File: src/rtl/irq_controller.sv
// External interrupt controller for the MIPS core: edge-latched, masked, priority-selected
// request held until CP0 ack, blocked until eret. Define IRQ_CTRL_ROTATE_PRIO_EN for rotating priority.
module irq_controller #(
  parameter int NUM_SRC = 8,
  parameter int ID_W    = 3
) (
  input  logic               i_clk,
  input  logic               i_rst,
  input  logic [NUM_SRC-1:0] i_irq,
  input  logic               i_ack,
  input  logic               i_eret,
  input  logic               i_we,
  input  logic [1:0]         i_addr,
  input  logic [31:0]        i_wdata,
  output logic [31:0]        o_rdata,
  output logic               o_external_interrupt,
  output logic [ID_W-1:0]    o_irq_id
);

  typedef enum logic [1:0] {
    ST_IDLE    = 2'd0,
    ST_REQ     = 2'd1,
    ST_SERVICE = 2'd2
  } state_e;

  localparam logic [1:0] ADDR_MASK    = 2'd0;
  localparam logic [1:0] ADDR_PENDING = 2'd1;
  localparam logic [1:0] ADDR_ID      = 2'd2;
  localparam logic [1:0] ADDR_STATUS  = 2'd3;

  state_e             state_q, state_d;
  logic [NUM_SRC-1:0] irq_q;
  logic [NUM_SRC-1:0] pending_q, pending_d;
  logic [NUM_SRC-1:0] mask_q, mask_d;
  logic [ID_W-1:0]    id_q, id_d;

  logic [NUM_SRC-1:0] irq_edge;
  logic [NUM_SRC-1:0] masked_pending;
  logic               sel_valid;
  logic [ID_W-1:0]    sel_id;
  logic               ack_taken;

  assign irq_edge       = i_irq & ~irq_q;
  assign masked_pending = pending_q & mask_q;
  assign sel_valid      = |masked_pending;
  assign ack_taken      = (state_q == ST_REQ) && i_ack;

`ifdef IRQ_CTRL_ROTATE_PRIO_EN
  logic [ID_W-1:0]      last_id_q, last_id_d;
  logic [ID_W-1:0]      start_id;
  logic [2*NUM_SRC-1:0] doubled;
  logic [NUM_SRC-1:0]   rotated;
  logic [ID_W-1:0]      offset;
  logic [ID_W:0]        id_sum;

  // Rotate the request vector so the search origin lands at bit 0, find the
  // lowest set bit there, then map the offset back to an absolute index.
  always_comb begin
    start_id = (last_id_q == ID_W'(NUM_SRC - 1)) ? '0 : last_id_q + ID_W'(1);
    doubled  = {masked_pending, masked_pending} >> start_id;
    rotated  = doubled[NUM_SRC-1:0];
    offset   = '0;
    for (int i = NUM_SRC - 1; i >= 0; i--) begin
      if (rotated[i]) offset = ID_W'(i);
    end
    id_sum = {1'b0, start_id} + {1'b0, offset};
    if (id_sum >= (ID_W + 1)'(NUM_SRC)) id_sum = id_sum - (ID_W + 1)'(NUM_SRC);
    sel_id = id_sum[ID_W-1:0];
  end

  assign last_id_d = ack_taken ? id_q : last_id_q;

  always_ff @(posedge i_clk) begin
    if (i_rst) last_id_q <= ID_W'(NUM_SRC - 1);
    else       last_id_q <= last_id_d;
  end
`else
  // NOTE: every variable assigned in an always_comb gets a default first, so no path can infer a latch.
  always_comb begin
    sel_id = '0;
    for (int i = NUM_SRC - 1; i >= 0; i--) begin
      if (masked_pending[i]) sel_id = ID_W'(i);
    end
  end
`endif

  // Clear paths first, edge set last: a new edge always beats W1C or ack.
  always_comb begin
    pending_d = pending_q;
    mask_d    = mask_q;
    if (i_we && (i_addr == ADDR_MASK)) mask_d = i_wdata[NUM_SRC-1:0];
    if (i_we && (i_addr == ADDR_PENDING)) pending_d = pending_d & ~i_wdata[NUM_SRC-1:0];
    if (ack_taken) pending_d[id_q] = 1'b0;
    pending_d = pending_d | irq_edge;
  end

  always_comb begin
    state_d = state_q;
    id_d    = id_q;
    unique case (state_q)
      ST_IDLE: begin
        if (sel_valid) begin
          id_d    = sel_id;
          state_d = ST_REQ;
        end
      end
      ST_REQ: begin
        if (i_ack) state_d = ST_SERVICE;
      end
      ST_SERVICE: begin
        if (i_eret) state_d = ST_IDLE;
      end
      default: state_d = ST_IDLE;
    endcase
  end

  // NOTE: sequential state uses non-blocking assignments so every register samples pre-edge values.
  always_ff @(posedge i_clk) begin
    if (i_rst) begin
      state_q   <= ST_IDLE;
      irq_q     <= '0;
      pending_q <= '0;
      mask_q    <= '0;
      id_q      <= '0;
    end else begin
      state_q   <= state_d;
      irq_q     <= i_irq;
      pending_q <= pending_d;
      mask_q    <= mask_d;
      id_q      <= id_d;
    end
  end

  always_comb begin
    o_rdata = '0;
    unique case (i_addr)
      ADDR_MASK:    o_rdata[NUM_SRC-1:0] = mask_q;
      ADDR_PENDING: o_rdata[NUM_SRC-1:0] = pending_q;
      ADDR_ID: begin
        o_rdata[ID_W-1:0] = id_q;
        o_rdata[31]       = (state_q != ST_IDLE);
      end
      ADDR_STATUS:  o_rdata[1:0] = state_q;
      default:      o_rdata = '0;
    endcase
  end

  assign o_external_interrupt = (state_q == ST_REQ);
  assign o_irq_id             = id_q;

endmodule

File: config.mk
export PLATFORM = sky130hd
export DESIGN_NAME = irq_controller
export DESIGN_NICKNAME = d
export VERILOG_FILES = /design/src/rtl/irq_controller.sv
export SDC_FILE = /design/constraint.sdc
export NUM_CORES = 1
export LEC_CHECK = 0
export ABC_AREA = 1
export BUFFER_PORTS_ARGS = -buffer_cell sky130_fd_sc_hd__buf_2
export CAP_MARGIN = 20
export CELL_PAD_IN_SITES_DETAIL_PLACEMENT = 0
export CELL_PAD_IN_SITES_GLOBAL_PLACEMENT = 1
export CORE_AREA = 2 2 74 76
export CTS_BUF_LIST = sky130_fd_sc_hd__clkbuf_2 sky130_fd_sc_hd__clkbuf_4 sky130_fd_sc_hd__clkbuf_8
export DETAILED_ROUTE_END_ITERATION = 10
export DIE_AREA = 0 0 76 78
export PLACE_DENSITY = 0.75
export SLEW_MARGIN = 30
export SYNTH_ARGS = -nofsm -noshare
export SYNTH_HDL_FRONTEND = slang
export SYNTH_SLANG_ARGS = --single-unit
File: constraint.sdc
create_clock -name i_clk -period 1.7 [get_ports i_clk]
set_clock_uncertainty 0.2 [all_clocks]
set_input_delay 0.17 -clock i_clk [delete_from_list [all_inputs] [get_ports i_clk]]
set_output_delay 0.17 -clock i_clk [all_outputs]
set_load 0.02 [all_outputs]
==> results.md, run 1 <==
- Final hold vios: 0
- Final Net Count: roughly 310
- Die X-Extent: about 76 um
- Initial Utilization: about 30%
- DRC viols: 0
- DRT antenna net count: 0
- Iteration-0 DRC count of the detailed router: 87
- CP Max Fanout: 9
- Yosys cell types: 29
- ANT cells: 0
- CTS buffer count: 5
- Total power: roughly 0.0017 W
- Number of antenna violations at the first check in global routing: 0
- RSZ-0062 raised after global routing: false
- Vias in the first global route: approximately 1400
- Setup_tns: 0 ns
- FILL cells: 551
- Peak supply drop: between 0.3 and 0.4 mV
- DP HPWL: 2780 um
- FFs w/ async S/R, synth: 0%
- Total length of routed wires: 3740 um
- CTS tree: built
- Seq/Total Area, Yosys: between 30% and 40%
- Commonest register cell after synthesis: dfxtp_1
- Layout cells sized above 1: a little under a quarter
- Hold crit path type: input port to register
- Max Buffers Root-to-Sink: 2
- Post-synth EDFFs: 0
- Leading cell type in the layout, fill and taps excluded: buf_2
- GP Congestion: 0.811
- Status: finished clean
- Max Cap Violations: 0
- Gr ovfl total: 0
- Startpoint Class: register
- Die area: just under 6000 sq um
- Synth Warn #: 0
- Critical path data arrival time: 1.22 ns
- Worst Path Required: ~1.3 ns
- Pleak: approximately 1 nW
- Global-route wire length before repair: roughly 6300 um
- Vias: 1427
- Clk slew on worst S/H paths: 0.06 ns
- Commonest non-fill, non-tap cells in the layout: buf_2, nand2_1, nor2_1, dfxtp_1, conb_1
- Worst setup EP type: output port
- Ports: just over 80
- Clk_lat worst skew: about 0.28 ns
- Syn Area/Cell: approximately 7.4 sq um
- Clock root buffer: clkbuf_8
- Row count: 26
- Die height: between 70 and 80 um
- # setup viols final: 0
- Kind of critical path: register to output port
- Max Slew Vio Count: 0
- Minimum clock period: between 1.5 and 2 ns
- Fmax: between 600 and 700 MHz
- Final period utilization: 93.4%
- Clock tree sinks: 29
- Reg2Reg Setup Slack: between 0.2 and 0.3 ns
- Largest net degree at the start of global routing: 15
- Total track usage: about 13%
- Worst setup margin: roughly 0.11 ns
- Core area: 5040 sq um
- Area growth, synth to finish: 29.9%
- DR WL/cell: roughly 11 um
- I/O Buffers: 35
- Cell count after synthesis: a little over 200
- Pwr dens: between 800 and 900 nW/um^2
- CTS H-tree depth: 2
- Vias per cell: 4.26
- Setup WS pre-CTS: between 0.2 and 0.25 ns
- Detailed Routing Iterations Pass 1: 4
- Post-Syn Area: between 1500 and 2000 sq um
- FF+latch count, synth: 29
-- metal layers --
layer	global-route usage, %	vias up	share of wire, %
li1	-	746	-
met1	16.9	641	48
met2	22.1	36	47
met3	3.60	4	4.2
met4	4.91	0	1.5
met5	0	-	0
-- final timing paths --
check,start,to,cells after the start
worst max register to register,state_q[0],pending_q[1],5
worst max-delay path,o_irq_id[2],o_rdata[2],3
worst min register to register,irq_q[0],pending_q[0],1
worst min-delay path,i_rst,state_q[0],3
-- critical path, cell delays in order, from the launching register on --
cell	delay (ns)
dfxtp_2	0.43
inv_1	0.11
o211ai_1	0.21
buf_2	0.20
-- cells in the mapped netlist, types with 2 or more instances --
library cell / instances / area [sq um]
o22ai_1: 3 / 18.8
o211ai_1: 4 / 30.0
o21ai_0: 9 / 45.0
nor2_1: 32 / 120
o21ai_2: 2 / 17.5
buf_4: 23 / 173
a31oi_1: 6 / 37.5
a21oi_2: 3 / 26.3
nand2_1: 32 / 120
inv_2: 2 / 7.51
dfxtp_1: 29 / 581
clkbuf_1: 2 / 7.51
buf_6: 2 / 22.5
o2111ai_1: 2 / 17.5
nand4_1: 5 / 31.3
a21oi_1: 3 / 15.0
nor4_1: 3 / 18.8
inv_1: 21 / 78.8
a22o_1: 5 / 43.8
nand3_1: 7 / 35.0
nor2_4: 2 / 22.5
-- metrics by stage --
step                std cells  hold slack, ns  utilization, %  instance area [sq um]
finish                    335          0.0523            39.2                   1980
global route              335          0.0585            39.2                   1980
floorplan                 227          0.0391               -                   1600
global placement          309           0.179            33.6                   1700
detailed placement        309           0.182            33.6                   1700
CTS                       335          0.0482            39.0                   1960
-- report_power, final --
group | internal (W) | total [W] | leakage [nW] | switching, W
registers | 0.000730 | 0.000764 | 0.240 | 0.0000341
logic | 0.000132 | 0.000362 | 0.685 | 0.000230
clock network | 0.000299 | 0.000555 | 0.0484 | 0.000257
-- flip-flops by register name (all words and copies together) (netlist names) --
name,flops
mask_q,8
o_irq_id,3
state_q,2
irq_q,8
pending_q,8
-- cell families (layout without fill, tap and decap cells) --
logic type	count (synthesis)	after routing	synth area share [%]
AND/OR/NAND/NOR	84	84	24.3
buffers and inverters	52	90	19.6
AO/OA/AOI/OAI	39	39	17.7
flip-flops	29	29	38.2
other	1	23	0.246
-- cell type report --
cell class | instances | area (sq um) | share of cell area (%)
Sequential cell | 29 | 582 | 29.4
Inverter | 24 | 90.1 | 4.56
Clock inverter | 2 | 10.0 | 0.507
Timing Repair Buffer | 58 | 393 | 19.9
Tap cell | 70 | 87.6 | 4.43
Clock buffer | 6 | 76.3 | 3.86
Multi-Input combinational cell | 146 | 737 | 37.3
-- timing repair --
action	in CTS	in global routing
setup endpoints to repair	1	2
setup buffers	0	0
gates resized for setup	1	2
pin swaps	0	0
hold buffers	18	0
hold endpoints to repair	21	0
Power figures use the tool's default switching activity.
==> run 2: changes to the inputs <==
==> config.mk (replaced) <==
export PLATFORM = sky130hd
export DESIGN_NAME = irq_controller
export DESIGN_NICKNAME = d
export VERILOG_FILES = /design/src/rtl/irq_controller.sv
export SDC_FILE = /design/constraint.sdc
export NUM_CORES = 1
export LEC_CHECK = 0
export BUFFER_PORTS_ARGS = -buffer_cell sky130_fd_sc_hd__buf_2
export CELL_PAD_IN_SITES_DETAIL_PLACEMENT = 0
export CELL_PAD_IN_SITES_GLOBAL_PLACEMENT = 1
export CORE_AREA = 2 2 73 75
export CTS_BUF_LIST = sky130_fd_sc_hd__clkbuf_2 sky130_fd_sc_hd__clkbuf_4 sky130_fd_sc_hd__clkbuf_8
export DETAILED_ROUTE_END_ITERATION = 10
export DIE_AREA = 0 0 75 77
export PLACE_DENSITY = 0.76
export SLEW_MARGIN = 30
export SYNTH_ARGS = -nofsm -noshare
export SYNTH_HDL_FRONTEND = slang
export SYNTH_SLANG_ARGS = --single-unit
==> results.md, run 2 <==
- Cell count after synthesis: 175 (-15%)
- Max Buffers Root-to-Sink: 2 (unchanged)
- Vias in the first global route: 1259 (-11%)
- Worst setup margin: 0.0320 ns (-0.0802 ns)
- Kind of critical path: register to output port
- Sw Pwr: 0.000455 W (-13%)
- DRT antenna net count: 0 (unchanged)
- ANT cells: 0 (unchanged)
- Worst setup EP type: output port
- Sequential cell area: 586 sq um (+0.65%)
- Count leader, synth: dfxtp_1
- I/O Buffers: 35 (unchanged)
- Largest net degree at the start of global routing: 31 (+16)
- Die X-Extent: 75 um (-1.3%)
- GP Congestion: 0.718 (-11%)
- CTS tree: built
- DRC viols: 0 (unchanged)
- Sw Ratio: 27.6% (-3.3 points)
- Max Slew Vio Count: 0 (unchanged)
- Row count: 26 (unchanged)
- Post-Syn Area: 1590 sq um (+4.5%)
- Gr ovfl total: 0 (unchanged)
- Total track usage: 13.0% (-0.41 points)
- Commonest register cell after synthesis: dfxtp_1
- CP Max Fanout: 8 (-1)
- Clock root buffer: clkbuf_8
- Syn Area/Cell: 9.09 sq um (+22%)
- Layout cells sized above 1: 26.1% (+3.1 points)
- Placed cells: 274 (-11%)
- Initial Utilization: 32.0% (+1.8 points)
- Global-route wire length before repair: 5670 um (-9.9%)
- DP HPWL: 2620 um (-5.8%)
- Yosys cell types: 33 (+14%)
- Final hold slack: 0.0299 ns (-0.0224 ns)
- Ports: 83 (unchanged)
- Fin cells: 300 (-10%)
- Detailed Routing Iterations Pass 1: 4 (unchanged)
- FFs w/ async S/R, synth: 0% (unchanged)
- Max Cap Violations: 0 (unchanged)
- Cell internal pwr: 0.00119 W (+2.6%)
- Status: finished clean
- Iteration-0 DRC count of the detailed router: 37 (-57%)
- Clock tree sinks: 29 (unchanged)
- Clk pwr share: 35.2% (+2.2 points)
- Total length of routed wires: 3660 um (-2.1%)
- Reg-to-Reg Start: state_q[1]
- Register share of total power: 46.8% (+1.4 points)
- Leading cell type in the layout, fill and taps excluded: buf_2
- Synth Warn #: 0 (unchanged)
- Yosys top cell area share: 36.5% (-1.7 points)
- Largest cells by area after synthesis: dfxtp_1, buf_4, mux2i_1
- Core area: 4980 sq um (-1.3%)
- Commonest non-fill, non-tap cells in the layout: buf_2, dfxtp_1, conb_1, nor2_1, dlygate4sd3_1
- Critical path data arrival time: 1.30 ns (+0.08 ns)
- End-of-flow core utilization: 40.8% (+1.6 points)
- Most frequent cells after synthesis: dfxtp_1, buf_4, nor2_1, mux2i_1, inv_1
- Vias: 1322 (-7.4%)
- Min-delay src: i_ack
- Minimum clock period: 1.67 ns (+0.0802 ns)
- Final hold vios: 0 (unchanged)
- Seq/Total Area, Yosys: 36.5% (-1.7 points)
- Peak supply drop: 0.393 mV (+10%)
- Startpoint Class: register
- Area growth, synth to finish: 27.7%
- DR WL/cell: 12.2 um (+9.3%)
- Number of antenna violations at the first check in global routing: 0 (unchanged)
- Final Net Count: 276 (-11%)
- Crit path from: o_irq_id[1]
- CTS H-tree depth: 2 (unchanged)
- Worst Path Required: 1.33 ns (about the same)
- FILL cells: 530 (-3.8%)
- Post-synth EDFFs: 0 (unchanged)
- Setup_tns: 0 ns (unchanged)
- Largest area contributor in the netlist: dfxtp_1
- Pleak: 0.953 nW (-2.1%)
- Multi-input logic area: 858 sq um (+16%)
- RSZ-0062 raised after global routing: false
- Setup WS pre-CTS: 0.172 ns (-0.0410 ns)
- CTS buffer count: 5 (unchanged)
- Final period utilization: 98.1% (+4.7 points)
- Combinational Power Share: 18.0% (-3.5 points)
- Fmax: 600 MHz (-4.8%)
- Vias per cell: 4.41 (+3.5%)
- Max-slew headroom: 65.2%
- Largest registers: irq_q: 8 flops, mask_q: 8 flops, pending_q: 8 flops
- Clk_lat worst skew: 0.27 ns (about the same)
- Hold crit path type: input port to register
- Clk slew on worst S/H paths: 0.06 ns (about the same)
- Die area: 5780 sq um (-2.6%)
- Pwr dens: 811 nW/um^2 (-4.8%)
- Worst-margin pin slew: ~0.52 ns
- # setup viols final: 0 (unchanged)
- Die height: 77 um (-1.3%)
- FF+latch count, synth: 29 (unchanged)
==> run 2: changes by cell type in the layout (fill, tap and decap cells not counted), sizes merged, moves of 5 or more <==
| cell | delta |
|---|---|
| a21o | +6 |
| a221oi | +6 |
| a22oi | +5 |
| a31oi | -5 |
| inv | -13 |
| mux2i | +14 |
| nand2 | -24 |
| nand2b | +9 |
| nand3 | -5 |
| nor2 | -16 |
| nor2b | +10 |
| o21ai | -9 |
==> run 2: layer usage <==
| metal | global-route usage, % | share of wire [%] | vias to the layer above |
|---|---|---|---|
| met5 | 0 | 0 | - |
| met4 | 4.82 | 1.5 | 0 |
| met3 | 3.68 | 5.8 | 7 |
| met2 | 21.8 | 47 | 42 |
| li1 | - | - | 668 |
| met1 | 15.4 | 46 | 605 |
==> run 2: worst paths after layout <==
kind                                     end  slack (ns)  cells past startpoint
worst max-delay path              o_rdata[1]        0.03                      2
worst min-delay path              state_q[0]        0.03                      4
worst max register to register    state_q[1]        0.19                      3
worst min register to register  pending_q[1]        0.25                      2
==> run 2: logic make-up (layout without fill, tap and decap cells) <==
family	Yosys count	in the layout	share of synthesized area, %
other	1	23	0.236
AOI/OAI and AO/OA	33	33	17.3
and+or+nand+nor	56	56	19.1
DFF	29	29	36.5
buffers and inverters	40	73	15.2
muxes	16	16	11.6
==> run 2: power by group through the flow <==
stage / combinational [W] / sequential [W] / clock (W)
after floorplan: 0.000233 / 0.000774 / 0
after global placement: 0.000263 / 0.000782 / 0
after detailed placement: 0.000265 / 0.000783 / 0
after CTS: 0.000297 / 0.000768 / 0.000593
after global routing: 0.000326 / 0.000775 / 0.000619
final: 0.000297 / 0.000770 / 0.000579
==> run 2: critical path: stages (launching register included) <==
cell	delay (ns)
dfxtp_2	0.37
mux4_2	0.47
buf_2	0.18
==> run 2: final cells by class <==
class | count | share of cell area, %
inverter | 10 | 1.85
tap | 70 | 4.31
sequential | 29 | 28.8
clock buffer | 8 | 4.50
multi-input combinational | 128 | 42.3
timing repair buffer | 55 | 18.2
==> run 2: timing repair <==
action / CTS / global route
setup buffers: 0 / 0
pin swaps: 0 / 0
gates resized for setup: 3 / 3
setup endpoints to repair: 3 / 1
endpoints found under the hold margin: 17 / 0
hold buffers: 18 / 0
==> run 2: per-stage QoR <==
stage	total power [W]	area, sq um
final	0.00165	2030
after global routing	0.00172	2030
after CTS	0.00166	2020
after detailed placement	0.00105	1750
after global placement	0.00104	1750
after floorplan	0.00101	1670
==> run 3: changes to the inputs <==
--- a/config.mk
+++ b/config.mk
@@ -8,11 +8,11 @@
 export BUFFER_PORTS_ARGS = -buffer_cell sky130_fd_sc_hd__buf_2
 export CELL_PAD_IN_SITES_DETAIL_PLACEMENT = 0
 export CELL_PAD_IN_SITES_GLOBAL_PLACEMENT = 1
-export CORE_AREA = 2 2 73 75
+export CORE_AREA = 2 2 53 104
 export CTS_BUF_LIST = sky130_fd_sc_hd__clkbuf_2 sky130_fd_sc_hd__clkbuf_4 sky130_fd_sc_hd__clkbuf_8
 export DETAILED_ROUTE_END_ITERATION = 10
-export DIE_AREA = 0 0 75 77
-export PLACE_DENSITY = 0.76
+export DIE_AREA = 0 0 55 106
+export PLACE_DENSITY = 0.75
 export SLEW_MARGIN = 30
 export SYNTH_ARGS = -nofsm -noshare
 export SYNTH_HDL_FRONTEND = slang
==> results.md, run 3 (synthesis results as in run 2) <==
- Pwr dens: 818 nW/um^2 (+0.91%)
- Clock root buffer: clkbuf_8
- Placed cells: 263 (-4.0%)
- Clk_lat worst skew: 0.27 ns (about the same)
- CTS buffer count: 5 (unchanged)
- I/O Buffers: 35 (unchanged)
- Worst setup margin: 0.0269 ns (-0.00512 ns)
- Post-route design area: 2010 sq um (-1.2%)
- Final Net Count: 276 (unchanged)
- Total length of routed wires: 3820 um (+4.4%)
- Initial Utilization: 31.2% (-0.72 points)
- Post-CTS Setup Inserts: 0 (unchanged)
- Max Cap Violations: 0 (unchanged)
- Setup_tns: 0 ns (unchanged)
- Setup WS pre-CTS: 0.220 ns (+0.0476 ns)
- # setup viols final: 0 (unchanged)
- Crit path cell chain: mux4_2 -> buf_2
- GP Congestion: 0.821 (+14%)
- Kind of critical path: register to output port
- Vias per cell: 4.70 (+6.7%)
- DRC viols: 0 (unchanged)
- Met3 Track Usage GR: 1.26% (-2.4 points)
- Row count: 37 (+42%)
- Clock tree sinks: 29 (unchanged)
- Minimum clock period: 1.67 ns (+0.00512 ns)
- Placement Cell Area: 1740 sq um (-0.43%)
- Detailed Routing Iterations Pass 1: 4 (unchanged)
- Gr ovfl total: 0 (unchanged)
- Worst Path Required: 1.33 ns (about the same)
- Core area: 5090 sq um (+2.3%)
- RSZ-0062 raised after global routing: false
- Vias in the first global route: 1264 (+0.40%)
- CP Max Fanout: 8 (unchanged)
- Clk slew on worst S/H paths: 0.06 ns (about the same)
- DP HPWL: 2820 um (+7.9%)
- Met2 usage: 26.1% (+4.3 points)
- Top Usage Layer GRT: met2
- Iteration-0 DRC count of the detailed router: 15 (-59%)
- DR WL/cell: 13.3 um (+9.1%)
- Pleak: 0.948 nW (-0.56%)
- CTS tree: built
- Startpoint Class: register
- Critical path data arrival time: 1.30 ns (about the same)
- Largest registers: irq_q: 8 flops, mask_q: 8 flops, pending_q: 8 flops
- Vias: 1349 (+2.0%)
- Die height: 106 um (+38%)
- Die area: 5830 sq um (+0.95%)
- Final period utilization: 98.4% (+0.30 points)
- Fin cells: 287 (-4.3%)
- Max Buffers Root-to-Sink: 2 (unchanged)
- Max incr delay on CP: 0.48 ns (about the same)
- Worst setup EP type: output port
- Largest net degree at the start of global routing: 27 (-13%)
- ANT cells: 0 (unchanged)
- Status: finished clean
- Die X-Extent: 55 um (-27%)
- Global-route wire length before repair: 5900 um (+4.0%)
- CTS H-tree depth: 2 (unchanged)
- Layout cells sized above 1: 25.8% (-0.32 points)
- Max Slew Vio Count: 0 (unchanged)
- Critical path's slowest cell: mux4_2
- Area growth, synth to finish: 26.2%
- Hold crit path type: input port to register
- Grt met1 use: 14.5% (-0.91 points)
- Number of antenna violations at the first check in global routing: 0 (unchanged)
- Leading cell type in the layout, fill and taps excluded: buf_2
- Ports: 83 (unchanged)
- Total power: 0.00164 W (-0.27%)
- Peak supply drop: 0.365 mV (-7.1%)
- Total track usage: 14.2% (+1.2 points)
- Commonest non-fill, non-tap cells in the layout: buf_2, dfxtp_1, conb_1, nor2_1, dlygate4sd3_1
- Final hold vios: 0 (unchanged)
- Fmax: 598 MHz (-0.31%)
- DRT antenna net count: 0 (unchanged)
-- run 3: cell types whose count changed in the layout (fill, tap and decap cells not counted) --
cell	before	now
buf_4	2	3
clkbuf_4	3	1
clkbuf_8	5	6
dlygate4sd3_1	18	17
nor3b_1	1	2
nor3b_2	1	0
-- run 3: layout make-up --
cell class,count,area [sq um]
Timing Repair Buffer,55,368
Fill cell,532,3090
Inverter,10,37.5
Tap cell,58,72.6
Sequential cell,29,586
Multi-Input combinational cell,128,853
Clock buffer,7,90.1
-- run 3: worst paths after layout --
kind | start | to | slack, ns | cells past startpoint
min reg2reg | irq_q[6] | pending_q[6] | 0.25 | 2
min | i_ack | state_q[1] | 0.005 | 3
max reg2reg | state_q[1] | pending_q[3] | 0.24 | 4
max | o_irq_id[1] | o_rdata[1] | 0.03 | 2
-- run 3: per-layer routing --
layer | share of wire [%] | routed length, um
met4 | 2.6 | 101
met1 | 38 | 1450
met5 | 0 | 0
met2 | 55 | 2090
met3 | 4.6 | 177
-- run 3: timing repair --
| action | in CTS | in global routing |
|---|---|---|
| endpoints found under the hold margin | 17 | 0 |
| endpoints found under the setup margin | 2 | 1 |
| gates resized for setup | 3 | 2 |
| hold buffers | 17 | 0 |
-- run 3: where the power goes --
part	switching, W	total, W	internal, W	leakage (nW)
logic	0.000168	0.000299	0.000131	0.659
registers	0.0000470	0.000770	0.000723	0.241
clock network	0.000236	0.000572	0.000336	0.0477
-- run 3: metrics by stage --
step	utilization [%]	hold WS, ns
floorplan	-	0.117
global placement	34.2	0.228
detailed placement	34.2	0.232
CTS	39.3	0.00519
global route	39.4	0.0250
finish	39.4	0.00514
-- run 3: worst max-delay path: cells and delay by family (launching register included) --
kind	cells	cell delay, ns
flops	1	0.37
mux	1	0.48
buf+inv	1	0.18
